## config.mk

```make
export PLATFORM = sky130hd
export DESIGN_NAME = md_bus_arbiter
export DESIGN_NICKNAME = d
export VERILOG_FILES = /design/src/rtl/md_bus_arbiter.sv
export SDC_FILE = /design/constraint.sdc
export NUM_CORES = 1
export LEC_CHECK = 0
export ABC_AREA = 1
export CORE_MARGIN = 1
export CORE_UTILIZATION = 47
export DETAILED_ROUTE_END_ITERATION = 10
export PLACE_DENSITY = 0.81
export REMOVE_ABC_BUFFERS = 1
export SYNTH_ARGS = -nofsm -noshare
export SYNTH_HDL_FRONTEND = slang
export SYNTH_SLANG_ARGS = --single-unit
```

## constraint.sdc

```tcl
create_clock -name MCLK -period 3.04 [get_ports MCLK]
set_input_delay 0.912 -clock MCLK [delete_from_list [all_inputs] [get_ports MCLK]]
set_output_delay 0.912 -clock MCLK [all_outputs]
set_load 0.01 [all_outputs]
```

## src/rtl/md_bus_arbiter.sv

```systemverilog
// ---------------------------------------------------------------------------
// md_bus_arbiter
//
// DMA bus arbiter for the 68000 bus. Up to NREQ internal masters raise a
// level request; the arbiter runs the BR / BG / BGACK handshake with the CPU
// on their behalf and hands the bus to exactly one master at a time.
// Replaces the old fixed two-source BR/BGACK wired-AND in the top level.
//
// Parameters
//   NREQ       number of requesters (2..8)
//   PRIO_MODE  0 = fixed priority (lowest index wins), 1 = round-robin
//   TIMEOUT    maximum ownership in MCLK cycles, 0 disables the watchdog
//
// Ports
//   MCLK        in   system clock
//   SRES        in   asynchronous reset, active-low
//   REQ         in   per-master bus request, active-high level
//   BG          in   68000 bus grant, active-low, already synchronised
//   AS_i        in   68000 address strobe, active-low
//   BGACK_i     in   wired BGACK bus, active-low
//   BR_pull     out  1 = pull BR low
//   BGACK_pull  out  1 = pull BGACK low
//   GNT         out  one-hot grant to the owning master
//   BUSY        out  1 while the FSM is outside IDLE
//   TOUT        out  one-cycle pulse on the index revoked by the watchdog
//
// All outputs come straight from flops.
// ---------------------------------------------------------------------------
module md_bus_arbiter #(
  parameter int NREQ      = 4,
  parameter int PRIO_MODE = 0,
  parameter int TIMEOUT   = 0
) (
  input  logic            MCLK,
  input  logic            SRES,
  input  logic [NREQ-1:0] REQ,
  input  logic            BG,
  input  logic            AS_i,
  input  logic            BGACK_i,
  output logic            BR_pull,
  output logic            BGACK_pull,
  output logic [NREQ-1:0] GNT,
  output logic            BUSY,
  output logic [NREQ-1:0] TOUT
);

  // Index width for owner / round-robin pointer
  localparam int IW = (NREQ > 1) ? $clog2(NREQ) : 1;

  // Watchdog counter width: max(1, clog2(TIMEOUT+1))
  localparam int CW = (TIMEOUT > 0) ? $clog2(TIMEOUT + 1) : 1;

  localparam logic [CW-1:0] CNT_MAX  = '1;
  localparam logic [CW-1:0] CNT_LAST = (TIMEOUT > 0) ? CW'(TIMEOUT - 1) : '0;
  localparam logic [IW-1:0] LAST_IDX = IW'(NREQ - 1);

  typedef enum logic [1:0] {
    S_IDLE = 2'd0,
    S_ARB  = 2'd1,
    S_OWN  = 2'd2,
    S_REL  = 2'd3
  } state_t;

  state_t          state_q, state_d;
  logic [IW-1:0]   owner_q, owner_d;
  logic [IW-1:0]   rr_ptr_q, rr_ptr_d;
  logic [CW-1:0]   cnt_q, cnt_d;
  logic            br_pull_q, br_pull_d;
  logic            bgack_pull_q, bgack_pull_d;
  logic [NREQ-1:0] gnt_q, gnt_d;
  logic            busy_q, busy_d;
  logic [NREQ-1:0] tout_q, tout_d;

  logic [IW-1:0]   winner;
  logic            winner_found;
  logic [IW-1:0]   cand;
  logic [IW:0]     rr_sum;
  logic            owner_req;
  logic            cpu_grants;
  logic            wd_fire;
  logic [IW-1:0]   owner_next_ptr;

  // Winner selection. Fixed priority scans downward so the lowest set index
  // is the last one written. Round-robin scans upward from rr_ptr, wrapping
  // modulo NREQ, and keeps the first hit. rr_sum is one bit wider so the
  // wrap test works for NREQ that is not a power of two.
  always_comb begin
    winner       = '0;
    winner_found = 1'b0;
    cand         = '0;
    rr_sum       = '0;
    if (PRIO_MODE == 0) begin
      for (int i = NREQ - 1; i >= 0; i--) begin
        cand = IW'(i);
        if (REQ[cand]) begin
          winner       = cand;
          winner_found = 1'b1;
        end
      end
    end else begin
      for (int k = 0; k < NREQ; k++) begin
        rr_sum = {1'b0, rr_ptr_q} + (IW+1)'(k);
        if (rr_sum >= (IW+1)'(NREQ)) begin
          rr_sum = rr_sum - (IW+1)'(NREQ);
        end
        cand = rr_sum[IW-1:0];
        if (!winner_found && REQ[cand]) begin
          winner       = cand;
          winner_found = 1'b1;
        end
      end
    end
  end

  // Qualifiers shared by the FSM. The CPU has really let go of the bus only
  // when BG is low, no cycle is running (AS high) and no other master still
  // holds BGACK.
  always_comb begin
    owner_req      = REQ[owner_q];
    cpu_grants     = !BG && AS_i && BGACK_i;
    wd_fire        = (TIMEOUT != 0) && (cnt_q == CNT_LAST);
    owner_next_ptr = (owner_q == LAST_IDX) ? '0 : owner_q + 1'b1;
  end

  // Next-state and registered-output logic. Cancellation in ARB is tested
  // before the CPU grant so a simultaneous drop of REQ and arrival of BG
  // never produces a grant. In OWN, a normal release wins over the watchdog
  // so TOUT only pulses when the owner was still requesting.
  always_comb begin
    state_d      = state_q;
    owner_d      = owner_q;
    rr_ptr_d     = rr_ptr_q;
    cnt_d        = cnt_q;
    br_pull_d    = br_pull_q;
    bgack_pull_d = bgack_pull_q;
    gnt_d        = gnt_q;
    tout_d       = '0;

    case (state_q)
      S_IDLE: begin
        br_pull_d    = 1'b0;
        bgack_pull_d = 1'b0;
        gnt_d        = '0;
        if (winner_found) begin
          owner_d   = winner;
          br_pull_d = 1'b1;
          state_d   = S_ARB;
        end
      end

      S_ARB: begin
        br_pull_d = 1'b1;
        if (!owner_req) begin
          br_pull_d = 1'b0;
          state_d   = S_IDLE;
        end else if (cpu_grants) begin
          br_pull_d      = 1'b0;
          bgack_pull_d   = 1'b1;
          gnt_d          = '0;
          gnt_d[owner_q] = 1'b1;
          cnt_d          = '0;
          state_d        = S_OWN;
        end
      end

      S_OWN: begin
        cnt_d = (cnt_q == CNT_MAX) ? cnt_q : cnt_q + 1'b1;
        if (!owner_req || wd_fire) begin
          bgack_pull_d = 1'b0;
          gnt_d        = '0;
          state_d      = S_REL;
          if (owner_req) begin
            tout_d[owner_q] = 1'b1;
          end
        end
      end

      S_REL: begin
        br_pull_d    = 1'b0;
        bgack_pull_d = 1'b0;
        gnt_d        = '0;
        rr_ptr_d     = owner_next_ptr;
        state_d      = S_IDLE;
      end

      default: begin
        br_pull_d    = 1'b0;
        bgack_pull_d = 1'b0;
        gnt_d        = '0;
        state_d      = S_IDLE;
      end
    endcase

    busy_d = (state_d != S_IDLE);
  end

  // State and output registers; reset clears everything asynchronously so
  // the pulls drop immediately even mid-ownership.
  always_ff @(posedge MCLK or negedge SRES) begin
    if (!SRES) begin
      state_q      <= S_IDLE;
      owner_q      <= '0;
      rr_ptr_q     <= '0;
      cnt_q        <= '0;
      br_pull_q    <= 1'b0;
      bgack_pull_q <= 1'b0;
      gnt_q        <= '0;
      busy_q       <= 1'b0;
      tout_q       <= '0;
    end else begin
      state_q      <= state_d;
      owner_q      <= owner_d;
      rr_ptr_q     <= rr_ptr_d;
      cnt_q        <= cnt_d;
      br_pull_q    <= br_pull_d;
      bgack_pull_q <= bgack_pull_d;
      gnt_q        <= gnt_d;
      busy_q       <= busy_d;
      tout_q       <= tout_d;
    end
  end

  assign BR_pull    = br_pull_q;
  assign BGACK_pull = bgack_pull_q;
  assign GNT        = gnt_q;
  assign BUSY       = busy_q;
  assign TOUT       = tout_q;

`ifndef SYNTHESIS
  // Bus-protocol invariants
  a_gnt_onehot : assert property (@(posedge MCLK) disable iff (!SRES)
    $onehot0(gnt_q));
  a_gnt_bgack  : assert property (@(posedge MCLK) disable iff (!SRES)
    ((gnt_q != '0) == bgack_pull_q));
  a_pull_excl  : assert property (@(posedge MCLK) disable iff (!SRES)
    !(br_pull_q && bgack_pull_q));
`endif

endmodule

```

==> impl_metrics.csv <==
group,metric,value,unit
outcome,outcome,"finished, final reports clean",
synthesis,yosys.area.top_type,"dfrtp_1",
synthesis,synth_warnings,0,
synthesis,ys_ff_latch,11,
hold_path,holdCritPathClass,"flop to flop",
worst_setup_path,worstPathRequired,2.13,ns
cells_and_area,antenna_cells,0,
power,power.density,797,mW/mm^2
detailed_routing,drc_errors,0,
cells_and_area,multi_input_area,299,sq um
clocking,numCtsBuffers,3,
clocking,worstSkewPairLatency,0.26,ns
cells_and_area,fin_nets,109,
floorplanning,dieArea,0.00148,sq mm
sta,drv_slew,0,
floorplanning,num_io_pins,20,
detailed_routing,finalWirelength,1.04,mm
sta,fin_crit_sh,67.8,%
placement,dp_hpwl,834,um
worst_setup_path,crit_family,"buffers and inverters",
cells_and_area,syn2layout_area_growth,27.9,%
cells_and_area,design_area,802,sq um
detailed_routing,routed_via_density,4.77,
placement,postPlaceCellArea,776,sq um
cells_and_area,drive_above_1_share,10.1,%
worst_setup_path,crit_buf_inv,1,
clocking,htreeDepth,1,
detailed_routing,vias,539,
clocking,cts-resized-gates,0,
power,peakVddDrop,438,uV
clocking,postCtsHoldBufs,0,
synthesis,syn_area,627,sq um
worst_setup_path,worstPathArrival,1.15,ns
synthesis,ys_seq_area_share,43.9,%
run,cap_violations,0,
synthesis,synth_edf_count,0,
global_route,grt_pass1_vias,466,
synthesis,async_flop_share,100,%
worst_setup_path,max_stage_delay,0.54,ns
global_route,track_usage,18.6,%
synthesis,synth_common_cells,"nand2_1, dfrtp_1, inv_1",
floorplanning,coreArea,0.00117,sq mm
synthesis,avgSynthCellArea,7.74,sq um
floorplanning,initial_core_util,53.5,%
global_route,antenna_found_initial,0,
synthesis,synth.most_common_cell,"nand2_1",
sta,period_needed,2.06,ns
global_route,grt_overflow,0,
detailed_routing,wl_per_cell,9.22,um
worst_setup_path,start_kind,"flop",
floorplanning,die_y,38.5,um
floorplanning,std_cell_rows,12,
placement,routabilityCongestion,0.797,
floorplanning,die_w,38.5,um
synthesis,ys_types,18,
clocking,cts_setup_buffers,0,
worst_setup_path,cp-end-kind,"output pin",
worst_setup_path,cp_max_fo,2,
synthesis,synth_top_flop_cell,"dfrtp_1",
global_route,grt_pass1_wl,1.81,mm
clocking,clockRootBuffer,"clkbuf_4",
synthesis,synth_area_leaders,"dfrtp_1, nand2_1, inv_1",
synthesis,synth_top_area_share,43.9,%
detailed_routing,drt_first_pass_iters,4,
cells_and_area,register_area,275,sq um
sta,max_freq,485,MHz
clocking,cts_buffer_depth,2,
clocking,cts_tree,"done",
sta,setup_tns,0,ns
cells_and_area,fillCellCount,103,
worst_setup_path,crit_chain,"clkdlybuf4s50_1",
detailed_routing,first_iter_violations,9,
global_route,grt_max_degree,12,
detailed_routing,antenna_left,0,
sta,skew,0.000628,ns
worst_setup_path,cp_slowest_cell,"clkdlybuf4s50_1",
clocking,clock_sinks,11,
sta,rsz0062_at_grt,"false",
power,power_leakage,0.000409,uW
sta,setup_viol,0,
worst_setup_path,reg2reg_slack,1.76,ns
sta,hold_violations,0,
clocking,path_clk_slew,0.06,ns
worst_setup_path,worstSetupPathType,"flop to output pin",
synthesis,synthCells,81,
placement,portBuffers,15,
==> final timing paths <==
check / startpoint / to / cells past startpoint
setup / recovery: BR_pull / BR_pull / 1
hold / removal: GNT[2] / GNT[2] / 2
setup reg to reg: owner_q[0] / GNT[1] / 8
hold reg to reg: GNT[2] / GNT[2] / 2
max in group asynchronous: SRES / owner_q[1] / 1
min in group asynchronous: SRES / GNT[2] / 1
==> tightest hold or removal path, stage by stage, from the launching register on <==
cell and delay (ns):
dfrtp_1 0.34, nand2_1 0.05, nand2_1 0.05
==> power by group <==
part,switching [uW],leakage (uW),internal [uW]
logic,178,0.000252,136
clock network,45.6,0.0000150,50.8
registers,36.8,0.000142,193
==> layout by cell type, fill, tap and decap left out <==
cell type	instances
a21oi_1	2
o21a_1	1
nand2_4	1
conb_1	4
o31ai_1	1
nand3_1	3
nand2_1	28
inv_1	9
nand2_2	3
nand4_1	1
nand3b_4	1
nand3_4	1
o21ai_0	2
clkbuf_1	1
or2_0	3
nor2_2	1
clkdlybuf4s50_1	15
nor2_1	8
dfrtp_1	11
clkbuf_4	3
==> registers in the layout (all words and copies together), names as in the netlist <==
name        cells
GNT             4
BGACK_pull      1
owner_q         2
BR_pull         1
BUSY            1
state_q         2
==> cells by family (layout without fill, tap and decap cells) <==
group	count (synthesis)	in the layout	synth area share, %
and+or+nand+nor	50	50	39.7
buffers and inverters	13	28	10.2
DFF	11	11	43.9
AOI/OAI and AO/OA	6	6	5.59
other	1	4	0.598
==> layer usage <==
metal	global-route usage, %	routed length (um)
met1	22.6	483
met2	29.2	459
met3	5.23	75
met4	10.3	23
met5	0	0
==> layout make-up <==
type,count,share of cell area [%]
timing repair buffer,15,18.7
tap,14,2.18
multi-input combinational,60,37.3
sequential,11,34.3
clock buffer,4,3.28
inverter,9,4.21
==> stage by stage <==
| stage | power, uW | hold WS, ns | std cells | setup slack, ns | util, % |
|---|---|---|---|---|---|
| final | 640 | 0.470 | 113 | 0.980 | 68.5 |
| after global routing | 697 | 0.501 | 113 | 0.939 | 68.5 |
| after global placement | 539 | 0.453 | 109 | 0.854 | 66.2 |
| after detailed placement | 546 | 0.458 | 109 | 0.801 | 66.2 |
| after CTS | 645 | 0.475 | 113 | 0.970 | 68.5 |
| after floorplan | 444 | 0.506 | 80 | 1.39 | - |
Note: power is estimated with default switching activity, not from simulation.
